==> config.mk <==
export PLATFORM = sky130hd
export DESIGN_NAME = clk_div_prog
export DESIGN_NICKNAME = d
export VERILOG_FILES = /design/src/rtl/clk_div_prog.sv
export SDC_FILE = /design/constraint.sdc
export NUM_CORES = 1
export LEC_CHECK = 0
export BUFFER_PORTS_ARGS = -buffer_cell sky130_fd_sc_hd__buf_2
export CORE_ASPECT_RATIO = 1.4
export CORE_MARGIN = 1
export CORE_UTILIZATION = 60
export DETAILED_ROUTE_END_ITERATION = 12
export GPL_ROUTABILITY_DRIVEN = 0
export PLACE_DENSITY = 0.85
export SLEW_MARGIN = 20
export SYNTH_ARGS = -nofsm -noshare
export SYNTH_HDL_FRONTEND = slang
export SYNTH_SLANG_ARGS = --single-unit
==> constraint.sdc <==
create_clock -name clk -period 10.7 [get_ports clk]
set_input_delay 1.07 -clock clk [delete_from_list [all_inputs] [get_ports clk]]
set_output_delay 1.07 -clock clk [all_outputs]
set_load 0.005 [all_outputs]
==> src/rtl/clk_div_prog.sv <==
// Programmable clock divider: square-wave or one-cycle pulse output, with a shadowed divisor
// that only takes effect at a period boundary (wrap) or at a sync restart.
module clk_div_prog #(
    parameter int WIDTH       = 20,
    parameter int DEFAULT_DIV = 2**19
) (
    input  logic             clk,
    input  logic             rst,
    input  logic             en,
    input  logic [WIDTH-1:0] div_val,
    input  logic             load,
    input  logic             sync,
    input  logic             mode,
    output logic             clk_div,
    output logic             tick,
    output logic             pending,
    output logic             load_err
);

    localparam logic [WIDTH-1:0] DEF_DIV = WIDTH'(DEFAULT_DIV);
    localparam logic [WIDTH-1:0] ONE     = WIDTH'(1);
    localparam logic [WIDTH-1:0] TWO     = WIDTH'(2);

    logic [WIDTH-1:0] cnt, div_reg, shd;
    logic [WIDTH-1:0] cnt_nxt, div_nxt, shd_nxt;
    logic [WIDTH:0]   half;
    logic             pending_nxt, tick_nxt, clk_div_nxt, load_err_nxt;
    logic             load_ok, wrap, apply;

    always_comb begin
        load_ok      = load && (div_val >= TWO);
        load_err_nxt = load && (div_val < TWO);
        wrap         = en && !sync && (cnt == div_reg - ONE);
        apply        = sync || wrap;

        // A valid load landing on a boundary edge goes straight into div_reg.
        div_nxt = div_reg;
        if (apply) begin
            if (load_ok)
                div_nxt = div_val;
            else if (pending)
                div_nxt = shd;
        end

        shd_nxt = shd;
        if (load_ok && !apply)
            shd_nxt = div_val;

        pending_nxt = pending;
        if (apply)
            pending_nxt = 1'b0;
        else if (load_ok)
            pending_nxt = 1'b1;

        // High threshold is ceil(N/2) of the divisor in force after this edge.
        half = ({1'b0, div_nxt} + {{WIDTH{1'b0}}, 1'b1}) >> 1;

        cnt_nxt     = cnt;
        tick_nxt    = 1'b0;
        clk_div_nxt = clk_div;
        if (sync) begin
            cnt_nxt     = '0;
            clk_div_nxt = !mode;
        end else if (en) begin
            cnt_nxt     = wrap ? '0 : cnt + ONE;
            tick_nxt    = wrap;
            clk_div_nxt = mode ? wrap : ({1'b0, cnt_nxt} < half);
        end
    end

    always_ff @(posedge clk or posedge rst) begin
        if (rst) begin
            cnt      <= '0;
            div_reg  <= DEF_DIV;
            shd      <= DEF_DIV;
            pending  <= 1'b0;
            clk_div  <= 1'b0;
            tick     <= 1'b0;
            load_err <= 1'b0;
        end else begin
            cnt      <= cnt_nxt;
            div_reg  <= div_nxt;
            shd      <= shd_nxt;
            pending  <= pending_nxt;
            clk_div  <= clk_div_nxt;
            tick     <= tick_nxt;
            load_err <= load_err_nxt;
        end
    end

endmodule

### Yosys cells after proc, flatten, opt, wreduce, memory -nomap -nowiden

Index checks and enable logic that the tools add are counted.

* word-level logic and storage cells: 38
* input bits: 26
* latch bits: 0
* bits in registers: 64
* output and inout port bits: 4
* memory bits (read-only): 0
* memories: 0
* bits in writable memories: 0

* shifts and indexed selects: 0
* reductions and logical operators: 11
* equality and inequality tests: 1
* div/mod/pow operators: 0
* magnitude comparators: 3
* $add $sub $neg: 3
* bitwise logic cells: 0
* muxes and demuxes: 13
* multipliers: 0

Operators by type and width (count)
* $mux W20: 6
* $add A20 B1 Y21 const B: 1
* $add A20 B1 Y20 const B: 1
* $eq A20 B20 Y1: 1
* $ge A20 B2 Y1 const B: 1
* $lt A20 B2 Y1 const B: 1
* $lt A20 B20 Y1: 1
* $sub A20 B1 Y20 const B: 1
* $mux W1: 7
* $logic_and A1 B1 Y1: 5
* $reduce_bool A2 Y1: 2
* $logic_not A1 Y1: 3
* $logic_or A1 B1 Y1: 1

### Longest topological paths before layout

Gate-level depths: netlist (run 1).

* word-level depth: 10
* gate-level depth with buffers: 29
* mapped depth without buffers: 27

### Worst setup path before layout (run 1)

OpenSTA, ideal clock, no wires.

* path kind: register -> register
* start: register div_reg[6]
* end: register clk_div
* data required time: 10622 ps
* cell stages (with the launch flop): 27
* slack: 4892 ps
* library setup time: 78 ps
* arrival: 5730 ps
* buffers on the path: 2
* period minus slack after synthesis: 5808 ps
* cell sequence: dfrtp_1 buf_6 or4_1 buf_2 or4_4 nor4_1 o21ai_1 nor4_4 nor2_1 a311oi_1 inv_1 ha_1 o311a_1 nand4_1 nor3_1 xnor2_1 ha_1 a21o_1 a21o_1 a21o_1 a21o_1 a21o_1 a21o_1 a21oi_1 o21ai_0 a211o_1 a21oi_1

* word-level cells in the longest chain between the ends: 10
* elaborated cells on any way between the ends: 13
* those cells by class: 2 x add/sub; 1 x order compare; 1 x eq/ne; 7 x mux; 2 x reduce/logical

Ends and longest elaborated chain
* start: declaration: line 24 `logic [WIDTH-1:0] cnt, div_reg, shd;`
* start signal: assignment: line 82 `div_reg <= div_nxt;`
* $sub A20 B1 Y20: line 33 `wrap = en && !sync && (cnt == div_reg - ONE);`
* $eq A20 B20 Y1: line 33
* $logic_and A1 B1 Y1: line 33
* $logic_or A1 B1 Y1: line 34 `apply = sync || wrap;`
* $mux W20: line 38 `if (apply) begin`
* via div_nxt[1]: line 25 `logic [WIDTH-1:0] cnt_nxt, div_nxt, shd_nxt;`
* $add A20 B1 Y21: line 56 `half = ({1'b0, div_nxt} + {{WIDTH{1'b0}}, 1'b1}) >> 1;`
* $lt A20 B20 Y1: line 67 `clk_div_nxt = mode ? wrap : ({1'b0, cnt_nxt} < half);`
* $mux W1: line 67
* $mux W1: line 64 `end else if (en) begin`
* $mux W1: line 61 `if (sync) begin`
* end signal: assignment: line 85 `clk_div <= clk_div_nxt;`
* end: declaration: line 14 `output logic clk_div,`

The timed path passes the listed nets, and every way through them passes these cells. The select of a mux whose other input is x is not followed.
A chain may end at the register's enable or synchronous reset.

### Final worst setup path (run 1)

* start: register div_reg[5]
* end: register clk_div

The elaborated chain is that of the path after synthesis.

==> results_dict.tcl, run 1 <==
set metrics [dict create \
    ir_drop_mv 0.131 \
    synth_edf_count 0 \
    final_common_cell "nor2_1" \
    p_leak_nw 2.46 \
    syn_to_final_growth_pct 10.3 \
    seq_area_sq_um 1600 \
    cts_hold_buffers 0 \
    die_h_microns 110 \
    cts_tree "built" \
    path_cells "or4_1 > or4_4 > nor4_1 > o21ai_1 > nor4_4 > nor2_1 > a311oi_1 > inv_1 > ha_1 > o311a_1 > nand4_1 > nor3_1 > xnor2_1 > ha_1 > a21o_1 > a21o_1 > a21o_1 > a21o_1 > a21o_1 > a21o_1 > a21oi_1 > o21ai_0 > a211o_1 > a21oi_1" \
    drtIter0Drc 456 \
    drv_slew 0 \
    ctsLongestPathBuffers 2 \
    clock.fmax_mhz 145 \
    syn_avg_cell_area_sq_um 9.00 \
    synth-simple-area-share_pct 23.5 \
    required_ns 10.97 \
    async_flop_share_pct 100 \
    finClkSkew_ns 0.00597 \
    antenna_cells 0 \
    max_cap_violations 0 \
    cp_common_cell "a21o_1" \
    clkLatencyLatePin_ns 0.34 \
    synthAdderAreaFrac_pct 5.48 \
    synth_nets 606 \
    remaining_drc_errors 0 \
    ant_nets 0 \
    final_cell_mix "nor2_1, dfrtp_1, nand2_1" \
    yosysWarnings 0 \
    slowest_stage "or4_1" \
    fp.dieW_microns 79.3 \
    rsz0062_at_grt "no" \
    clkTransAtPathRegs_ns 0.06 \
    hold_violations 0 \
    place_hpwl_microns 9750 \
    critPathMaxFanout 9 \
    critPathMaxStageDelay_ns 0.70 \
    slew_headroom_pct 46.2 \
    nFillCells 569 \
    ys_types 73 \
    nNetsFinal 620 \
    setup-violations-final 0 \
    htree_levels 3 \
    post_drt_wl_per_cell_microns 19.7 \
    ios 30 \
    overflow 0 \
    start_util_pct 61.6 \
    synth_mux_area_share_pct 9.49 \
    synth_top_family_by_area "simple AND/OR/NAND/NOR gates" \
    drt_first_pass_iters 7 \
    cp-end-kind "flop" \
    timing.hold.ws_ns 0.506 \
    vias 4567 \
    netlist.area_leader.share_pct 30.9 \
    die_area_sq_um 8740 \
    yosys-top-cells-area "dfrtp_1, xnor2_1, ha_1, nor2_1, mux2i_1" \
    synth_compound_area_share_pct 15.9 \
    synth_cells 558 \
    ys_ff_latch 64 \
    cts_buffers 9 \
    worstMarginPinSlew_ns 0.807 \
    synth_top_area_cell "dfrtp_1" \
    drive_gt1_share_pct 17.3 \
    layout_worst_path_cycle_share_pct 64.5 \
    multi_input_area_sq_um 3230 \
    port_buffers 29 \
    netlist_area_sq_um 5020 \
    finalCriticalPeriod_ns 6.90 \
    via_per_inst 6.73 \
    rows 39 \
    ys_seq_area_share_pct 31.9 \
    min_path_type "reg2reg" \
    grt_max_degree 65 \
    p_per_area_nw_per_um2 146 \
    status "complete, no violations" \
    clkSinkCount 64 \
    ctsResizeCount 0 \
    synth-main-ff-cell "dfrtp_1" \
    cts-root-buf "clkbuf_16" \
    core_area_sq_um 8150 \
    crit_type "reg2reg" \
    synth_xor_area_share_pct 9.94 \
    post-cts-setup-buffers 0 \
    antenna_found_initial 0 \
    grt_pass1_vias 4384 \
    tns_ns 0 \
    grtUsageTotal_pct 32.0 \
    arrival_ns 7.17 \
    grt_pass1_wl_microns 21400 \
    start_kind "flop" \
    routed_wl_microns 13400 \
]
==> metrics by stage <==
| step | cell area (sq um) | util (%) | instances | total power [mW] | worst slack, ns |
|---|---|---|---|---|---|
| 2_1_floorplan | 5020 | - | 558 | 0.423 | 4.89 |
| 3_3_place_gp | 5200 | 63.8 | 663 | 0.459 | 4.20 |
| 3_5_place_dp | 5200 | 63.8 | 663 | 0.467 | 4.00 |
| 4_1_cts | 5540 | 68.0 | 679 | 0.806 | 3.94 |
| 5_1_grt | 5540 | 68.0 | 679 | 0.836 | 3.41 |
| 6_report | 5540 | 68.0 | 679 | 0.807 | 3.80 |
==> cell type report <==
class                   instances  area share (%)
well taps                     102            2.30
clock buffers                  10            4.13
flip-flops and latches         64            29.0
clock inverters                 6            1.94
inverters                      16            1.08
multi-input cells             448            58.4
repair buffers                 33            3.16
==> critical path: cells and delay by family (launching register included) <==
| kind | cells | cell delay (ns) |
|---|---|---|
| AO/OA/AOI/OAI | 13 | 2.86 |
| XOR/XNOR | 1 | 0.13 |
| adder cells (fa/ha/maj) | 2 | 0.56 |
| buffers and inverters | 1 | 0.17 |
| flip-flops | 1 | 0.45 |
| AND/OR/NAND/NOR | 7 | 2.62 |
==> cells in the mapped netlist (5+ instances only) <==
cell / instances
nor3_1: 8
or3_1: 6
o21ai_0: 23
dfrtp_1: 62
ha_1: 22
nand2b_1: 5
a21o_1: 14
mux2i_1: 24
nor4_1: 11
nand3_1: 11
nand4_1: 11
or4_1: 7
nor2_1: 68
or2_2: 6
buf_2: 5
mux2_2: 21
a22oi_1: 6
o22ai_1: 13
xor2_1: 24
nand2_1: 36
xnor2_1: 33
and2_1: 5
buf_1: 5
a21oi_1: 17
inv_1: 15
and3_1: 8
clkbuf_1: 18
==> logic make-up after synthesis <==
group,after synthesis
flip-flops,64
AND/OR/NAND/NOR,209
buffers and inverters,46
adder cells (fa/ha/maj),22
XOR/XNOR,57
AO/OA/AOI/OAI,115
multiplexers,45
==> layer usage <==
layer	routed length, microns	track usage, %	part of all wire, %
met1	5040	36.9	38
met2	6770	54.9	51
met3	830	5.51	6.2
met4	727	20.3	5.4
met5	0	0	0
==> final timing paths <==
kind / slack [ns] / cells after the start / to / startpoint
setup / recovery: 3.80 / 24 / clk_div$_DFFE_PP0P_ / div_reg[5]$_DFF_PP0_
min in group asynchronous: 0.97 / 3 / shd[18]$_DFFE_PP0P_ / rst
hold / removal: 0.51 / 1 / shd[13]$_DFFE_PP0P_ / shd[13]$_DFFE_PP0P_
setup reg to reg: 3.80 / 24 / clk_div$_DFFE_PP0P_ / div_reg[5]$_DFF_PP0_
hold reg to reg: 0.51 / 1 / shd[13]$_DFFE_PP0P_ / shd[13]$_DFFE_PP0P_
max in group asynchronous: 9.21 / 3 / pending$_DFFE_PP0P_ / rst
==> where the power goes <==
group / internal [mW] / switching (mW) / total (mW)
sequential: 0.267 / 0.0328 / 0.299
combinational: 0.0743 / 0.0971 / 0.171
clock: 0.227 / 0.110 / 0.337
Note: power is estimated with default switching activity, not from simulation.
==> run 2, diff against run 1 <==
- ABC_AREA: default -> 1
- PLACE_DENSITY: 0.85 -> 0.84
- clock period: 10.7 -> 7 ns (I/O delays scaled with it)
==> results_dict.tcl, run 2 <==
set metrics [dict create \
    min_path_type "reg2reg" \
    syn_to_final_growth_pct 9.31 \
    antenna_cells 0 \
    drtIter0Drc 341 \
    p_leak_nw 3.26 \
    r2r_cells 33 \
    synth_cells 876 \
    cp-end-kind "flop" \
    ys_ff_latch 64 \
    yosysWarnings 0 \
    post-cts-setup-buffers 0 \
    drive_gt1_share_pct 11.7 \
    drv_slew 0 \
    arrival_ns 6.02 \
    netlist_area_sq_um 5640 \
    rsz0062_at_grt "no" \
    die_area_sq_um 9800 \
    synth_edf_count 0 \
    core_area_sq_um 9080 \
    status "complete, no violations" \
    final_cell_area_sq_um 6170 \
    ys_types 42 \
    ant_nets 0 \
    layout_worst_path_cycle_share_pct 82.0 \
    slowest_stage "nand2_4" \
    cp_common_cell "nand2_1" \
    yosys-top-cells-area "dfrtp_1, nand2_1, inv_1, nand3_1, nor2_1" \
    seqPwrFrac_pct 35.3 \
    required_ns 7.28 \
    routed_wl_microns 15700 \
    start_kind "flop" \
    ctsLongestPathBuffers 2 \
    async_flop_share_pct 100 \
    yosysMostFrequentCell "nand2_1" \
    drt_first_pass_iters 7 \
    final_common_cell "nand2_1" \
    crit_type "reg2reg" \
    clkTransAtPathRegs_ns 0.06 \
    post_drt_wl_per_cell_microns 15.5 \
    slew_headroom_pct 41.1 \
    critPathMaxFanout 45 \
    remaining_drc_errors 0 \
    switching_share_pct 34.4 \
    tns_ns 0 \
    final_cell_mix "nand2_1, inv_1, nand3_1" \
    antenna_found_initial 0 \
    htree_levels 3 \
    cts_buffers 9 \
    cts-root-buf "clkbuf_16" \
    r2r-end "clk_div$_DFFE_PP0P_" \
    ys_seq_area_share_pct 28.4 \
    p_switching_uw 430 \
    p_per_area_nw_per_um2 202 \
    clock.fmax_mhz 174 \
    endpoint "clk_div$_DFFE_PP0P_" \
    overflow 0 \
    netlist.area_leader.share_pct 27.5 \
    critPathMaxStageDelay_ns 0.51 \
    hold_violations 0 \
    synth_top_area_cell "dfrtp_1" \
    synthTopCellsByCount "nand2_1, inv_1, nand3_1, nor2_1, dfrtp_1" \
    worstMarginPinSlew_ns 0.880 \
    cts_tree "built" \
    place_hpwl_microns 11900 \
    regToRegSetupSlack_ns 1.26 \
    synth_nets 924 \
    nNetsFinal 946 \
    vias 5806 \
    clkLatencyLatePin_ns 0.34 \
    max_cap_violations 0 \
    syn_avg_cell_area_sq_um 6.44 \
    finClkSkew_ns 0.00575 \
    die_h_microns 117 \
    ir_drop_mv 0.166 \
    placed_cell_area_sq_um 5850 \
    clkPwrFrac_pct 39.2 \
    r2r_start "div_reg[0]$_DFF_PP0_" \
    ios 30 \
    crit_path_start "div_reg[0]$_DFF_PP0_" \
    setup-violations-final 0 \
    intPower_uw 818 \
    ctsResizeCount 0 \
    pwr-share-comb_pct 25.5 \
    grt_pass1_wl_microns 25900 \
    grt_max_degree 65 \
    setup_ws_ns 1.26 \
    grtUsageTotal_pct 34.2 \
    fp.dieW_microns 84.0 \
    final_util_pct 67.9 \
    synth-main-ff-cell "dfrtp_1" \
    port_buffers 29 \
    grt_pass1_vias 5543 \
    finalCriticalPeriod_ns 5.74 \
    rows 41 \
    via_per_inst 5.75 \
    dp_worst_setup_slack_ns 1.36 \
    start_util_pct 62.1 \
    clkSinkCount 64 \
    cts_hold_buffers 0 \
]
==> run 2: cell count changes after synthesis, sizes merged, moves of 22 or more <==
cell,before,now
inv,16,129
mux2i,24,0
nand2,36,284
nand3,12,80
nor2,69,91
o21ai,27,49
xnor2,33,10
==> run 2: per-stage QoR <==
stage / power, mW / std cells / hold slack (ns)
floorplan: 0.671 / 876 / 0.454
global placement: 0.747 / 994 / 0.466
detailed placement: 0.754 / 994 / 0.469
CTS: 1.24 / 1010 / 0.485
global route: 1.31 / 1010 / 0.515
finish: 1.25 / 1010 / 0.486
==> run 2: critical path: cells and delay by family (launching register included) <==
kind                       cells  cell delay (ns)
AOI/OAI and AO/OA              4             0.80
DFF                            1             0.44
adders and majority gates      3             0.84
buffers and inverters          2             0.30
and+or+nand+nor               24             3.28
==> run 2: kinds of logic after synthesis <==
logic type | Yosys count | synth area share, %
XOR/XNOR | 36 | 5.59
adder cells (fa/ha/maj) | 22 | 4.88
buffers and inverters | 152 | 10.5
flip-flops | 64 | 28.4
multiplexers | 3 | 0.599
AO/OA/AOI/OAI | 99 | 10.3
AND/OR/NAND/NOR | 500 | 39.7
==> run 2: per-layer routing <==
layer | track usage (%) | vias to the layer above | wire length (microns)
met5 | 0 | - | 0
met4 | 28.0 | 0 | 1080
met3 | 3.67 | 74 | 882
met2 | 58.6 | 251 | 7670
met1 | 38.9 | 2619 | 6030
li1 | - | 2862 | -
==> run 2: final cells by class <==
cell class	count	area, sq um
flip-flops and latches	64	1600
repair buffers	34	183
multi-input cells	660	3450
clock buffers	11	233
fillers	789	2910
inverters	129	484
well taps	107	134
clock inverters	5	81.3
==> run 2: how the worst min path moves through the flow <==
stage,startpoint,endpoint,slack [ns],depth (start not counted)
after floorplan,shd[10]$_DFFE_PP0P_,shd[10]$_DFFE_PP0P_,0.45,2
after global placement,clk_div$_DFFE_PP0P_,clk_div$_DFFE_PP0P_,0.47,2
after detailed placement,clk_div$_DFFE_PP0P_,clk_div$_DFFE_PP0P_,0.47,2
after CTS,clk_div$_DFFE_PP0P_,clk_div$_DFFE_PP0P_,0.48,2
after global routing,clk_div$_DFFE_PP0P_,clk_div$_DFFE_PP0P_,0.52,2
final,shd[14]$_DFFE_PP0P_,shd[14]$_DFFE_PP0P_,0.49,2
==> run 2: power by group through the flow <==
stage,Clock [mW],Sequential (mW),Combinational (mW)
after detailed placement,0,0.445,0.309
after floorplan,0,0.433,0.238
after CTS,0.486,0.439,0.313
after global placement,0,0.443,0.304
final,0.489,0.441,0.318
after global routing,0.503,0.444,0.359
==> run 3, diff against run 2 <==
- CORE_UTILIZATION: 60 -> 57
- clock period: 7 -> 4.75 ns (I/O delays scaled with it)
==> results_dict.tcl, run 3 (same netlist as run 2, synthesis figures left out) <==
set metrics [dict create \
    port_buffers 29 \
    htree_levels 3 \
    timing.hold.ws_ns 0.0635 \
    ios 30 \
    cts_tree "built" \
    crit_buf_inv 2 \
    clkTransAtPathRegs_ns 0.06 \
    antenna_cells 0 \
    layout_worst_path_cycle_share_pct 94.0 \
    crit_type "reg2reg" \
    remaining_drc_errors 0 \
    drtIter0Drc 574 \
    syn_to_final_growth_pct 16.0 \
    drive_gt1_share_pct 16.1 \
    clock.fmax_mhz 224 \
    p_leak_nw 3.39 \
    path_delay_family "simple AND/OR/NAND/NOR gates" \
    max_cap_violations 0 \
    setup-violations-final 0 \
    ctsLongestPathBuffers 2 \
    critPathMaxStageDelay_ns 0.51 \
    grt_max_degree 54 \
    die_h_microns 120 \
    overflow 0 \
    setup_ws_ns 0.286 \
    nNetsFinal 968 \
    drt_first_pass_iters 5 \
    status "complete, no violations" \
    min_path_type "in2async" \
    final_cell_mix "nand2_1, inv_1, nand3_1" \
    vias 6007 \
    finalPower_mw 1.85 \
    maxUsedRoutingLayer "met4" \
    cts-root-buf "clkbuf_16" \
    drv_slew 0 \
    post_drt_wl_per_cell_microns 15.9 \
    dp_worst_setup_slack_ns 0.0639 \
    start_kind "flop" \
    core_area_sq_um 9510 \
    slowest_stage "or4_1" \
    fp.dieW_microns 86.1 \
    grtUsageTotal_pct 32.4 \
    slew_headroom_pct 52.0 \
    antenna_found_initial 0 \
    rows 42 \
    start_util_pct 59.3 \
    cp_common_cell "nand2_1" \
    place_hpwl_microns 12200 \
    grt_pass1_wl_microns 25900 \
    clkSinkCount 64 \
    hold_violations 0 \
    clkLatencyLatePin_ns 0.34 \
    cts_hold_buffers 0 \
    arrival_ns 4.75 \
    routed_wl_microns 16800 \
    via_per_inst 5.68 \
    ir_drop_mv 0.285 \
    tns_ns 0 \
    cp-end-kind "flop" \
    finalCriticalPeriod_ns 4.46 \
    grt_pass1_vias 5425 \
    worstMarginPinSlew_ns 0.721 \
    final_common_cell "nand2_1" \
    m1WireLength_microns 6160 \
    critPathMaxFanout 22 \
    wl_met3_microns 1180 \
    required_ns 5.03 \
    wl_met2_microns 8290 \
    cts_buffers 9 \
    die_area_sq_um 10300 \
    ant_nets 0 \
    p_per_area_nw_per_um2 283 \
    finClkSkew_ns 0.0105 \
]
## run 3: cell count changes in the layout (fill, tap and decap cells not counted), sizes merged
cell,change
nor2,+1
buf,+19
bufinv,-1
clkinv,-1
nand2,+1
clkinvlp,+3
## run 3: worst paths after layout
path	slack, ns	cells past startpoint	from	end
worst max-delay path	0.29	31	div_reg[7]$_DFF_PP0_	clk_div$_DFFE_PP0P_
worst min-delay path	0.06	2	rst	div_reg[0]$_DFF_PP0_
worst max register to register	0.29	31	div_reg[7]$_DFF_PP0_	clk_div$_DFFE_PP0P_
worst min register to register	0.48	2	shd[17]$_DFFE_PP0P_	shd[17]$_DFFE_PP0P_
max in group asynchronous	3.69	3	rst	shd[13]$_DFFE_PP0P_
min in group clk	0.37	3	load	load_err$_DFF_PP0_
## run 3: where the power goes
part	switching, mW	total, mW	internal, mW	leakage (nW)
Sequential	0.0446	0.638	0.594	0.820
Combinational	0.356	0.536	0.180	2.43
Clock	0.256	0.677	0.421	0.137
## run 3: timing repair
item	in CTS	in global routing
resized for setup	0	37
endpoints found under the setup margin	0	1
buffers inserted	0	3
## run 3: final cells by class
| type | instances | area [sq um] |
|---|---|---|
| clock buffers | 10 | 239 |
| repair buffers | 54 | 375 |
| well taps | 132 | 165 |
| flip-flops and latches | 64 | 1600 |
| fillers | 741 | 2970 |
| multi-input cells | 662 | 3610 |
| inverters | 129 | 484 |
| clock inverters | 6 | 68.8 |
## run 3: metrics by stage
step | utilization [%] | cell area, sq um | instances
4_1_cts | 66.4 | 6320 | 1051
2_1_floorplan | - | 5640 | 876
3_5_place_dp | 63.2 | 6010 | 1035
6_report | 68.8 | 6550 | 1057
3_3_place_gp | 63.2 | 6010 | 1035
5_1_grt | 68.8 | 6550 | 1057
## run 3: worst register-to-register path: cells and delay by family, from the launching register on
| kind | cells | cell delay, ns |
|---|---|---|
| AOI/OAI and AO/OA | 3 | 0.45 |
| and+or+nand+nor | 24 | 2.82 |
| DFF | 1 | 0.39 |
| adders and majority gates | 2 | 0.40 |
| buffers and inverters | 2 | 0.36 |
## run 3: metal layers
layer	global-route usage [%]	vias up
met2	54.8	333
li1	-	2900
met5	0	-
met1	38.3	2681
met3	4.20	93
met4	20.4	0
